File: config.mk
export PLATFORM = sky130hd
export DESIGN_NAME = decim_scheduler_flat
export DESIGN_NICKNAME = d
export VERILOG_FILES = /design/src/rtl/decim_if.sv /design/src/rtl/decim_scheduler.sv /design/src/flat_wrapper.sv
export SDC_FILE = /design/constraint.sdc
export NUM_CORES = 1
export LEC_CHECK = 0
export ABC_AREA = 1
export CORE_ASPECT_RATIO = 0.7
export CORE_MARGIN = 4
export CORE_UTILIZATION = 60
export CTS_CLUSTER_SIZE = 24
export DETAILED_ROUTE_END_ITERATION = 12
export PLACE_DENSITY = 0.84
export SLEW_MARGIN = 30
export SYNTH_ARGS = -nofsm -noshare
export SYNTH_HDL_FRONTEND = slang
export SYNTH_SLANG_ARGS = --single-unit
File: constraint.sdc
create_clock -name clk -period 6.84 [get_ports clk]
set_clock_uncertainty 0.1 [all_clocks]
set_input_delay 1.368 -clock clk [delete_from_list [all_inputs] [get_ports clk]]
set_output_delay 1.368 -clock clk [all_outputs]
set_load 0.01 [all_outputs]
File: src/rtl/decim_if.sv
// Sample-stream and memory-block control bundle for the polyphase decimator sequencer.
// The slave modport is the sequencer; the master modport is the sample source / memory side.
interface decim_if #(
  parameter int SAMPLE_SIZE = 16,
  parameter int AW          = 8
);
  logic                   s_valid;
  logic [SAMPLE_SIZE-1:0] s_in;
  logic                   c_load;
  logic                   cfg_ready;
  logic [SAMPLE_SIZE-1:0] s_wdata;
  logic                   sample_we;
  logic                   sample_en_0;
  logic                   sample_en_1;
  logic                   coeff_en;
  logic [AW-1:0]          sample_addr;
  logic [AW-1:0]          coeff_addr;
  logic                   mac_bank;
  logic                   mac_first;
  logic                   mac_acc;
  logic                   out_valid;
  logic                   overrun;

  modport master (
    output s_valid, s_in, c_load,
    input  cfg_ready, s_wdata, sample_we, sample_en_0, sample_en_1, coeff_en,
           sample_addr, coeff_addr, mac_bank, mac_first, mac_acc, out_valid, overrun
  );

  modport slave (
    input  s_valid, s_in, c_load,
    output cfg_ready, s_wdata, sample_we, sample_en_0, sample_en_1, coeff_en,
           sample_addr, coeff_addr, mac_bank, mac_first, mac_acc, out_valid, overrun
  );
endinterface

File: src/rtl/decim_scheduler.sv
// Polyphase decimator sequencer: buffers incoming samples, writes them into the circular
// sample RAMs and runs one MAC_SIZE-cycle address sweep after every D samples.
module decim_scheduler #(
  parameter int MAC_SIZE    = 255,
  parameter int D           = 100,
  parameter int SAMPLE_SIZE = 16
) (
  input logic    clk,
  input logic    rst,
  decim_if.slave bus
);
  localparam int AW = $clog2(MAC_SIZE);
  localparam int PW = $clog2(D);
  localparam int SW = AW + 1;
  localparam logic [AW-1:0] LAST_TAP   = AW'(MAC_SIZE - 1);
  localparam logic [PW-1:0] LAST_PHASE = PW'(D - 1);

  typedef enum logic {IDLE, RUN} state_t;

  state_t                 state, next_state;
  logic [AW-1:0]          wp, tap, base, rd_addr;
  logic [PW-1:0]          phase;
  logic                   start_req, parity;
  logic [SAMPLE_SIZE-1:0] fifo_mem [4];
  logic [1:0]             head, tail;
  logic [2:0]             count;
  logic                   overrun_q, first_q, acc_q, last_q, out_valid_q, bank_q;
  logic                   run, at_last, do_start, do_pop, do_push;
  logic [SW-1:0]          rd_sum;

  assign run      = (state == RUN);
  assign at_last  = (tap == LAST_TAP);
  // A pending pass wins over draining so new samples cannot overwrite its taps.
  assign do_start = (state == IDLE) && start_req && !bus.c_load;
  assign do_pop   = (state == IDLE) && !do_start && (count != 3'd0);
  assign do_push  = bus.s_valid && (count != 3'd4);

  // Newest sample first: (base - 1 - tap) mod MAC_SIZE without a divider.
  assign rd_sum  = {1'b0, base} + SW'(MAC_SIZE - 1) - {1'b0, tap};
  assign rd_addr = (rd_sum >= SW'(MAC_SIZE)) ? AW'(rd_sum - SW'(MAC_SIZE)) : AW'(rd_sum);

  // NOTE: clocked state is updated with non-blocking assignments so every register
  // samples the pre-edge values; blocking here would create order-dependent races.
  always_ff @(posedge clk or posedge rst) begin
    if (rst) state <= IDLE;
    else     state <= next_state;
  end

  always_comb begin
    next_state = state;
    unique case (state)
      IDLE: if (do_start) next_state = RUN;
      RUN:  if (at_last)  next_state = IDLE;
    endcase
  end

  // NOTE: every output gets a default before the case so no path leaves one unassigned,
  // which would otherwise infer a latch.
  always_comb begin
    bus.cfg_ready   = 1'b0;
    bus.s_wdata     = '0;
    bus.sample_we   = 1'b0;
    bus.sample_en_0 = 1'b0;
    bus.sample_en_1 = 1'b0;
    bus.coeff_en    = 1'b0;
    bus.sample_addr = '0;
    bus.coeff_addr  = '0;
    unique case (state)
      IDLE: begin
        bus.cfg_ready = 1'b1;
        bus.coeff_en  = bus.c_load;
        if (do_pop) begin
          bus.s_wdata     = fifo_mem[head];
          bus.sample_we   = 1'b1;
          bus.sample_en_0 = 1'b1;
          bus.sample_en_1 = 1'b1;
          bus.sample_addr = wp;
        end
      end
      RUN: begin
        bus.sample_addr = rd_addr;
        bus.coeff_addr  = tap;
        bus.coeff_en    = 1'b1;
        bus.sample_en_0 = ~parity;
        bus.sample_en_1 = parity;
      end
    endcase
  end

  always_ff @(posedge clk or posedge rst) begin
    if (rst) begin
      wp          <= '0;
      phase       <= '0;
      tap         <= '0;
      base        <= '0;
      start_req   <= 1'b0;
      parity      <= 1'b0;
      head        <= '0;
      tail        <= '0;
      count       <= '0;
      overrun_q   <= 1'b0;
      first_q     <= 1'b0;
      acc_q       <= 1'b0;
      last_q      <= 1'b0;
      out_valid_q <= 1'b0;
      bank_q      <= 1'b0;
    end else begin
      if (do_push) tail <= tail + 2'd1;
      if (do_pop)  head <= head + 2'd1;
      count <= count + 3'(do_push) - 3'(do_pop);
      if (bus.s_valid && count == 3'd4) overrun_q <= 1'b1;

      if (do_pop) begin
        wp <= (wp == LAST_TAP) ? '0 : wp + AW'(1);
        if (phase == LAST_PHASE) begin
          phase     <= '0;
          start_req <= 1'b1;
        end else begin
          phase <= phase + PW'(1);
        end
      end

      if (do_start) begin
        base      <= wp;
        tap       <= '0;
        start_req <= 1'b0;
      end else if (run) begin
        tap <= at_last ? '0 : tap + AW'(1);
      end
      if (run && at_last) parity <= ~parity;

      // MAC strobes trail the addresses by the 1-cycle RAM read latency.
      first_q     <= run && (tap == '0);
      acc_q       <= run && (tap != '0);
      last_q      <= run && at_last;
      out_valid_q <= last_q;
      bank_q      <= run && parity;
    end
  end

  // NOTE: FIFO storage has no reset; an entry is only read after being written, and
  // leaving it out keeps the array in plain registers/RAM without reset muxing.
  always_ff @(posedge clk) begin
    if (do_push) fifo_mem[tail] <= bus.s_in;
  end

  assign bus.mac_first = first_q;
  assign bus.mac_acc   = acc_q;
  assign bus.out_valid = out_valid_q;
  assign bus.mac_bank  = bank_q;
  assign bus.overrun   = overrun_q;
endmodule
File: src/flat_wrapper.sv
// flat-port wrapper written by rule: the top's interface ports become plain ports
module decim_scheduler_flat 
#(
  parameter int MAC_SIZE    = 255,
  parameter int D           = 100,
  parameter int SAMPLE_SIZE = 16
)
  (clk, rst, bus_s_valid, bus_s_in, bus_c_load, bus_cfg_ready, bus_s_wdata, bus_sample_we, bus_sample_en_0, bus_sample_en_1, bus_coeff_en, bus_sample_addr, bus_coeff_addr, bus_mac_bank, bus_mac_first, bus_mac_acc, bus_out_valid, bus_overrun);
  decim_if #(.SAMPLE_SIZE(SAMPLE_SIZE)) bus_i ();
  input logic clk;
  input logic rst;
  input wire logic [$bits(bus_i.s_valid)-1:0] bus_s_valid;
  input wire logic [$bits(bus_i.s_in)-1:0] bus_s_in;
  input wire logic [$bits(bus_i.c_load)-1:0] bus_c_load;
  output wire logic [$bits(bus_i.cfg_ready)-1:0] bus_cfg_ready;
  output wire logic [$bits(bus_i.s_wdata)-1:0] bus_s_wdata;
  output wire logic [$bits(bus_i.sample_we)-1:0] bus_sample_we;
  output wire logic [$bits(bus_i.sample_en_0)-1:0] bus_sample_en_0;
  output wire logic [$bits(bus_i.sample_en_1)-1:0] bus_sample_en_1;
  output wire logic [$bits(bus_i.coeff_en)-1:0] bus_coeff_en;
  output wire logic [$bits(bus_i.sample_addr)-1:0] bus_sample_addr;
  output wire logic [$bits(bus_i.coeff_addr)-1:0] bus_coeff_addr;
  output wire logic [$bits(bus_i.mac_bank)-1:0] bus_mac_bank;
  output wire logic [$bits(bus_i.mac_first)-1:0] bus_mac_first;
  output wire logic [$bits(bus_i.mac_acc)-1:0] bus_mac_acc;
  output wire logic [$bits(bus_i.out_valid)-1:0] bus_out_valid;
  output wire logic [$bits(bus_i.overrun)-1:0] bus_overrun;
  assign bus_i.s_valid = bus_s_valid;
  assign bus_i.s_in = bus_s_in;
  assign bus_i.c_load = bus_c_load;
  assign bus_cfg_ready = bus_i.cfg_ready;
  assign bus_s_wdata = bus_i.s_wdata;
  assign bus_sample_we = bus_i.sample_we;
  assign bus_sample_en_0 = bus_i.sample_en_0;
  assign bus_sample_en_1 = bus_i.sample_en_1;
  assign bus_coeff_en = bus_i.coeff_en;
  assign bus_sample_addr = bus_i.sample_addr;
  assign bus_coeff_addr = bus_i.coeff_addr;
  assign bus_mac_bank = bus_i.mac_bank;
  assign bus_mac_first = bus_i.mac_first;
  assign bus_mac_acc = bus_i.mac_acc;
  assign bus_out_valid = bus_i.out_valid;
  assign bus_overrun = bus_i.overrun;
  decim_scheduler #(.MAC_SIZE(MAC_SIZE), .D(D), .SAMPLE_SIZE(SAMPLE_SIZE)) u_core (.clk(clk), .rst(rst), .bus(bus_i));
endmodule
==> run summary <==
hold buffer count at cts -> 0
min-delay src -> u_core.last_q
Post-Route Setup TNS -> 0 ps
antenna diode count -> 0
top cell type's share of synthesized area -> 0.3357
Synth cell types -> 37
Max-Cap Viols -> 0
drt drc -> 0
gr usage total -> 0.2386
Post-Syn Area -> 5724 um2
routed via count -> 4480
outcome -> completed
Final Wtd Congestion -> 0.8755
sequential area share after synthesis -> 0.5412
Worst setup EP type -> primary output
Die Span X -> 124.7 um
share of layout cells above drive strength 1 -> 0.06795
port bufs -> 61
leak pwr -> 2.902 nW
Final setup viols -> 0
crit path DAT -> 3930 ps
Root Buffer -> clkbuf_16
WHS Endpoint -> u_core.bus.out_valid
clock sink count -> 111
R2R setup slack -> 3290 ps
TritonRoute pass-1 iters -> 5
vias in the first global route -> 4384
Final period util -> 0.7885
Avg Inst Size Synth -> 9.308 um2
Filler cells -> 637
worst skew pair latency -> 350 ps
fin worst setup slack -> 1447 ps
most frequent cell after synthesis -> nand2_1
I/O pin total -> 62
Via density -> 5.593
RSZ-0062 raised after global routing -> no
Ys Warns -> 0
Crit Path Class -> in2out
post-place setup slack -> 1506 ps
fin area -> 6721 um2
hold slack -> 258.7 ps
slew margin rel. -> 0.3513
clock share of power -> 0.149
top cell type by total area after synthesis -> edfxtp_1
Critical Path Start Type -> input port
Internal Power -> 0.001938 W
CTS tree -> built
Syn-to-layout area delta -> 17.42%
Comb power frac -> 0.552
first-pass GRT wire length -> 21470 um
VDD IR max -> 0.2472 mV
Total Die Area -> 11190 um2
pwr dens -> 514.0 nW/um2
CTS buffer count -> 9
final WL -> 13270 um
worst endpoint required time -> 5370 ps
CP max FO -> 20
total core area -> 9180 um2
post-CTS setup buffers -> 0
nets@finish -> 722
depth of the CTS H-tree -> 3
Synth async-reset ratio -> 0.4234
Final ANT Viol Nets -> 0
RR Startpoint -> u_core.run
Worst Hold Path Cells -> 0
Post-synth top cells -> 97 x nand2_1, 93 x inv_1, 91 x nor2_1
FF+latch count, synth -> 111
number of antenna violations at the first check in global routing -> 0
drt first-iter violations -> 378
Sw Share -> 0.4390
Die Y -> 89.72 um
Hold Path Class -> reg2reg
net count after synthesis -> 665
Flop pwr share -> 0.300
ys flop type -> edfxtp_1
largest cells by area after synthesis -> edfxtp_1 34%, dfrtp_1 21%, nand2_1 6.4%, ha_1 6.1%, inv_1 6.1%
Syn Inst Count -> 615
Reg-to-Reg End -> u_core.count[2]
pin count of the biggest net entering global routing -> 48
reg2reg path depth -> 10
Clock Tree Buf Depth -> 2
Clock Pin Slew Worst Setup and Hold Paths -> 70 ps
DP HPWL -> 9364 um
final worst path period need -> 5393 ps
total gr overflow -> 0
Post-synth EDFFs -> 64
# rows -> 29
dpl cell area -> 6430 um2
initial core utilization -> 0.6236
post-CTS sizing -> 0
Psw -> 0.001517 W
post-route core utilization -> 0.7322
fmax -> 185.4 MHz
wire per inst -> 16.57 um
final hold vios -> 0
Slew Limit Fails -> 0
worst slew pin tran -> 971.9 ps
[metal layers]
| metal | share of wire | GRT usage |
|---|---|---|
| met5 | 0 | 0 |
| met4 | 0.015 | 0.07391 |
| met3 | 0.066 | 0.04739 |
| met2 | 0.47 | 0.3840 |
| met1 | 0.45 | 0.3303 |
[power groups by stage]
stage,Clock (W),Combinational [W],Sequential [W]
6_report,0.000513,0.00191,0.00104
3_3_place_gp,0,0.00178,0.00103
4_1_cts,0.000516,0.00190,0.00103
2_1_floorplan,0,0.00129,0.000976
3_5_place_dp,0,0.00187,0.00104
5_1_grt,0.000543,0.00212,0.00105
[cell families after synthesis]
family	after synthesis	synth area share
xor+xnor	14	0.02142
fa+ha+maj	30	0.06820
flops	111	0.5412
compound gates	93	0.08547
simple gates	252	0.2044
buf+inv	115	0.07934
[worst max-delay path by stage]
stage / start / to / slack [ps]
3_3_place_gp: bus_c_load / bus_sample_addr[6] / 1590
6_report: bus_c_load / bus_s_wdata[13] / 1450
3_5_place_dp: bus_c_load / bus_sample_addr[6] / 1510
2_1_floorplan: u_core.tap[1] / bus_sample_addr[2] / 2940
4_1_cts: bus_c_load / bus_s_wdata[13] / 1470
5_1_grt: bus_c_load / bus_s_wdata[13] / 1260
[flip-flops by register name, summed over array words and instances, names as in the netlist, 2 cells and up]
signal	cells
u_core.count	3
u_core.head	2
u_core.base	8
u_core.tap	8
u_core.wp	8
u_core.tail	2
u_core.fifo_mem	64
u_core.phase	7
[placed cells by master, fill, tap and decap left out, drive strengths merged, types with 2 or more instances in the layout]
| cell | n |
|---|---|
| xor2 | 12 |
| nand3b | 2 |
| edfxtp | 64 |
| nand4 | 11 |
| o21ai | 51 |
| clkbuf | 11 |
| nand3 | 24 |
| nand2 | 105 |
| inv | 97 |
| a21oi | 29 |
| fa | 2 |
| ha | 28 |
| o22ai | 8 |
| dfrtp | 47 |
| xnor2 | 2 |
| nor4 | 3 |
| nor3 | 9 |
| clkdlybuf4s50 | 61 |
| clkinv | 2 |
| buf | 3 |
| clkinvlp | 2 |
| nor2 | 96 |
[layout make-up]
cell class,instances,area (um2),share of cell area
Timing Repair Buffer,64,633.1,0.09419
Tap cell,124,155.1,0.02308
Clock inverter,5,57.56,0.008563
Multi-Input combinational cell,389,2180,0.3243
Inverter,97,365.4,0.05436
Clock buffer,11,232.7,0.03462
Sequential cell,111,3098,0.4609
[critical path: stages]
cell and delay (ps):
clkdlybuf4s50_1 460, nor2_1 50, nand2_1 470, nand3_2 430
buf_4 340, a21oi_1 190, clkdlybuf4s50_1 590
[per-stage QoR]
stage / power, W / instances
after floorplan: 0.002268 / 615
after global placement: 0.002812 / 785
after detailed placement: 0.002914 / 785
after CTS: 0.003451 / 801
after global routing: 0.003710 / 801
final: 0.003455 / 801
Note: power is estimated with default switching activity, not from simulation.
==> patch 1: new RTL, same settings <==
`SAMPLE_SIZE` is set to 16 in 3 places; all go to 8.
--- a/src/rtl/decim_if.sv
+++ b/src/rtl/decim_if.sv
@@ -1,7 +1,7 @@
 // Sample-stream and memory-block control bundle for the polyphase decimator sequencer.
 // The slave modport is the sequencer; the master modport is the sample source / memory side.
 interface decim_if #(
-  parameter int SAMPLE_SIZE = 16,
+  parameter int SAMPLE_SIZE = 8,
   parameter int AW          = 8
 );
   logic                   s_valid;
--- a/src/rtl/decim_scheduler.sv
+++ b/src/rtl/decim_scheduler.sv
@@ -3,7 +3,7 @@
 module decim_scheduler #(
   parameter int MAC_SIZE    = 255,
   parameter int D           = 100,
-  parameter int SAMPLE_SIZE = 16
+  parameter int SAMPLE_SIZE = 8
 ) (
   input logic    clk,
   input logic    rst,
--- a/src/flat_wrapper.sv
+++ b/src/flat_wrapper.sv
@@ -3,7 +3,7 @@
 #(
   parameter int MAC_SIZE    = 255,
   parameter int D           = 100,
-  parameter int SAMPLE_SIZE = 16
+  parameter int SAMPLE_SIZE = 8
 )
   (clk, rst, bus_s_valid, bus_s_in, bus_c_load, bus_cfg_ready, bus_s_wdata, bus_sample_we, bus_sample_en_0, bus_sample_en_1, bus_coeff_en, bus_sample_addr, bus_coeff_addr, bus_mac_bank, bus_mac_first, bus_mac_acc, bus_out_valid, bus_overrun);
   decim_if #(.SAMPLE_SIZE(SAMPLE_SIZE)) bus_i ();
Ports: changed (resized bus_s_in and bus_s_wdata); port bits go from 62 to 46. No check against the original RTL was run, so the function may have changed too.
==> patch 1 against the unedited design <==
- first-iteration DRC count shrank 20%
- global-route usage shrank 1.5 points
- sequential cell count shrank 32
- synthesized area shrank 22%
- cell area shrank 22%
- setup slack gained 0.27 ns
- routed wire length shrank 30%
- worst hold slack lost 0.0079 ns
Power is not shown: default switching activity piles up to over one toggle a cycle in this logic, so the estimate is an artifact.
==> patch 1: results (changes against the unedited design) <==
* Outcome: completed (unchanged)
* Hpwl dp at 6950 um (was 9360 um)
* Vias in the first global route at 3364 (was 4384)
* Setup crit start: u_core.tap[1] (was bus_c_load)
* Crit path capture: bus_sample_addr[2] (was bus_s_wdata[13])
* Achievable Freq at 195 MHz (was 185 MHz)
* Most frequent cells after synthesis: inv_1 (91), nand2_1 (90), nor2_1 (56), dfrtp_1 (47), edfxtp_1 (32) (was nand2_1 (97), inv_1 (93), nor2_1 (91), edfxtp_1 (64), o21ai_0 (49))
* Min-delay src: u_core.last_q (unchanged)
* Met2 routed WL at 4250 um (was 6260 um)
* Detailed-route wire length per cell at 13.9 um (was 16.6 um)
* Routing usage on met3 at 5.72% (was 4.74%)
* Post-synthesis sequential area ratio at 47.6% (was 54.1%)
* Critical path arrival at 3.65 ns (was 3.93 ns)
* Placed Cells at 650 (was 785)
* Min Hold Slack at 0.251 ns (was 0.259 ns)
* Post-synth cell types at 42 (was 37)
* Filler cells at 562 (was 637)
* CP Max Fanout at 9 (was 20)
* Final wirelength at 9270 um (was 13300 um)
* Max incr delay on CP at 0.53 ns (was 0.59 ns)
* Syn_area_per_cell at 8.69 um^2 (was 9.31 um^2)
* # nets final at 605 (was 722)
* Main synth FF type: dfrtp_1 (was edfxtp_1)
* Post-Syn Nets at 559 (was 665)
* Slew @ Worst Pin at 0.810 ns (was 0.972 ns)
* Vias per cell at 5.35 (was 5.59)
* First-pass GRT wire length at 15800 um (was 21500 um)
* Buffers added on ports at 45 (was 61)
* Post-synth EDFFs at 32 (was 64)
* Met3 WL at 692 um (was 872 um)
* WL met1 at 4210 um (was 5940 um)
* Dpl ws at 1.77 ns (was 1.51 ns)
* Layout cells sized above 1 at 8.27% (was 6.79%)
* DR iter-0 viols at 303 (was 378)
* FFs w/ async S/R, synth at 59.5% (was 42.3%)
* Clock Root Buffer: clkbuf_8 (was clkbuf_16)
* GRT met1 Usage at 30.8% (was 33.0%)
-- patch 1: cell count changes after synthesis, moves of 3 or more --
cell and delta:
a21oi_1 -9, buf_2 -3, nand2_1 -7, o21ai_0 -18
edfxtp_1 -32, nor2_1 -35, a31oi_1 +4
-- patch 1: area by class of cell --
class,count,area (um^2),area share [%]
sequential,79,2140,40.9
multi-input combinational,330,1950,37.3
timing repair buffer,46,458,8.76
inverter,97,365,6.99
clock buffer,9,124,2.37
tap,98,123,2.35
clock inverter,7,71.3,1.36
-- patch 1: cells by family (layout without fill, tap and decap cells) --
group                      after synthesis  in the layout  share of synthesized area, %
and+or+nand+nor                        213            213                          22.9
DFF                                     79             79                          47.6
xor gates and xnor gates                13             13                          2.53
AOI/OAI and AO/OA                       74             74                          9.19
adders and majority gates               30             30                          8.69
buffers and inverters                  108            159                          9.11
-- patch 1: worst max-delay path, delay by kind of cell, from the launching register on --
family        cells  cell delay [ns]
simple gates     10             1.10
fa+ha+maj         3             0.97
buf+inv           4             0.76
flops             1             0.47
==> patch 2: new RTL, config.mk and constraints unchanged <==
Made on the original files. Reset style: synchronous (`rst`), changed in 2 clocked blocks.
--- a/src/rtl/decim_scheduler.sv
+++ b/src/rtl/decim_scheduler.sv
@@ -41,7 +41,7 @@
 
   // NOTE: clocked state is updated with non-blocking assignments so every register
   // samples the pre-edge values; blocking here would create order-dependent races.
-  always_ff @(posedge clk or posedge rst) begin
+  always_ff @(posedge clk) begin
     if (rst) state <= IDLE;
     else     state <= next_state;
   end
@@ -87,7 +87,7 @@
     endcase
   end
 
-  always_ff @(posedge clk or posedge rst) begin
+  always_ff @(posedge clk) begin
     if (rst) begin
       wp          <= '0;
       phase       <= '0;
Function: differs if rst is asserted again (counterexample within 4 cycles, from zero or initial values and one cycle with rst high); with rst held inactive, the same outputs for 10 cycles.
==> patch 2 against the unedited design <==
- sequential share of layout area decreased by 4.3 points
- setup slack about the same
- cell count increased by 5.5%
- synthesized area decreased by 1.8%
- routed wire length increased by 8.1%
- cell area increased by 3.3%
- via count increased by 6.5%
- sequential cell count increased by 2
- critical path type unchanged
- highest routed layer unchanged
Power is not compared: it rests on default switching activity, and its combinational part moved more than twofold at a synthesized area within 25%.
==> patch 2: results (changes against the unedited design) <==
* Clock sinks at 113 (was 111)
* Adder-Cell Fraction of Synth Area at 6.95% (was 6.82%)
* CP Max Fanout at 29 (was 20)
* Worst skew pair latency at 0.42 ns (was 0.35 ns)
* Seq area share at 41.8% (was 46.1%)
* Clkbuf count at 25 (was 11)
* Die Width at 124 um (was 125 um)
* # nets final at 758 (was 722)
* Initial antenna violation count at 0 (unchanged)
* Xor and xnor area share after synthesis at 1.40% (was 2.14%)
* Post-Syn Nets at 698 (was 665)
* CTS clk-pin slew, worst paths at 0.05 ns (was 0.07 ns)
* Vias in the first global route at 4717 (was 4384)
* Max incr delay on CP at 0.52 ns (was 0.59 ns)
* Number of non-clock buffers in the layout at 61 (was 64)
* Syn Inst Count at 648 (was 615)
* Hpwl dp at 8930 um (was 9360 um)
* H-tree Lvls at 4 (was 3)
* Outcome: completed (unchanged)
* Post-Layout Cell Count at 845 (was 801)
* DR iter-0 viols at 548 (was 378)
* FFs w/ async S/R, synth at 0% (was 42.3%)
* Filler cells at 571 (was 637)
* Synth area leaders: edfxtp_1 (34%), dfxtp_1 (17%), nor2_1 (7.3%) (was edfxtp_1 (34%), dfrtp_1 (21%), nand2_1 (6.4%))
* Post-DP Area at 6300 um^2 (was 6430 um^2)
* First-pass GRT wire length at 22600 um (was 21500 um)
* GPL Wtd Cong at 0.849 (was 0.876)
* Invs w/o clock at 96 (was 97)
* Multi-input gate area at 2280 um^2 (was 2180 um^2)
* Synth Area in Compound Gates at 10.5% (was 8.55%)
* Detailed-route wire length per cell at 17.0 um (was 16.6 um)
* Via count at 4770 (was 4480)
* Dpl ws at 1.55 ns (was 1.51 ns)
* Seq. cell area at 2900 um^2 (was 3100 um^2)
* GRT Resource Usage Total at 27.0% (was 23.9%)
* Layout cells sized above 1 at 8.32% (was 6.79%)
* Max_slew headroom at 35.0% (was 35.1%)
* Post-synthesis sequential area ratio at 51.7% (was 54.1%)
* Critical path arrival at 3.93 ns (about the same)
* Fraction of area in non-clock buffers at 8.79% (was 9.42%)
* Most frequent cells after synthesis: nor2_1 (109), nand2_1 (94), inv_1 (88), edfxtp_1 (64), o21ai_0 (54) (was nand2_1 (97), inv_1 (93), nor2_1 (91), edfxtp_1 (64), o21ai_0 (49))
* Multi-input gate count at 419 (was 389)
* Largest net degree at the start of global routing at 34 (was 48)
* Post-synth cell types at 40 (was 37)
==> patch 2: layer usage <==
layer | global-route usage, % | wire, um | vias up
met1 | 33.2 | 5690 | 2226
met5 | 0 | 0 | -
met4 | 11.1 | 330 | 0
met2 | 46.2 | 7190 | 256
li1 | - | - | 2248
met3 | 6.39 | 1130 | 40
==> patch 2: worst paths after layout <==
path	start	endpoint	slack, ns	cells past startpoint
min	u_core.last_q	u_core.bus.out_valid	0.32	2
max reg2reg	u_core.run	u_core.count[2]	3.09	14
min reg2reg	u_core.last_q	u_core.bus.out_valid	0.32	2
max	bus_c_load	bus_sample_addr[6]	1.45	10
==> patch 2: tightest hold or removal path, delay by kind of cell (launching register included) <==
family / cells / cell delay (ns)
DFF: 1 / 0.30
buffers and inverters: 1 / 0.05
and+or+nand+nor: 1 / 0.03
==> patch 2: kinds of logic after synthesis <==
family          after synthesis
buf+inv                     116
fa+ha+maj                    30
compound gates              113
simple gates                267
xor+xnor                      9
flops                       113
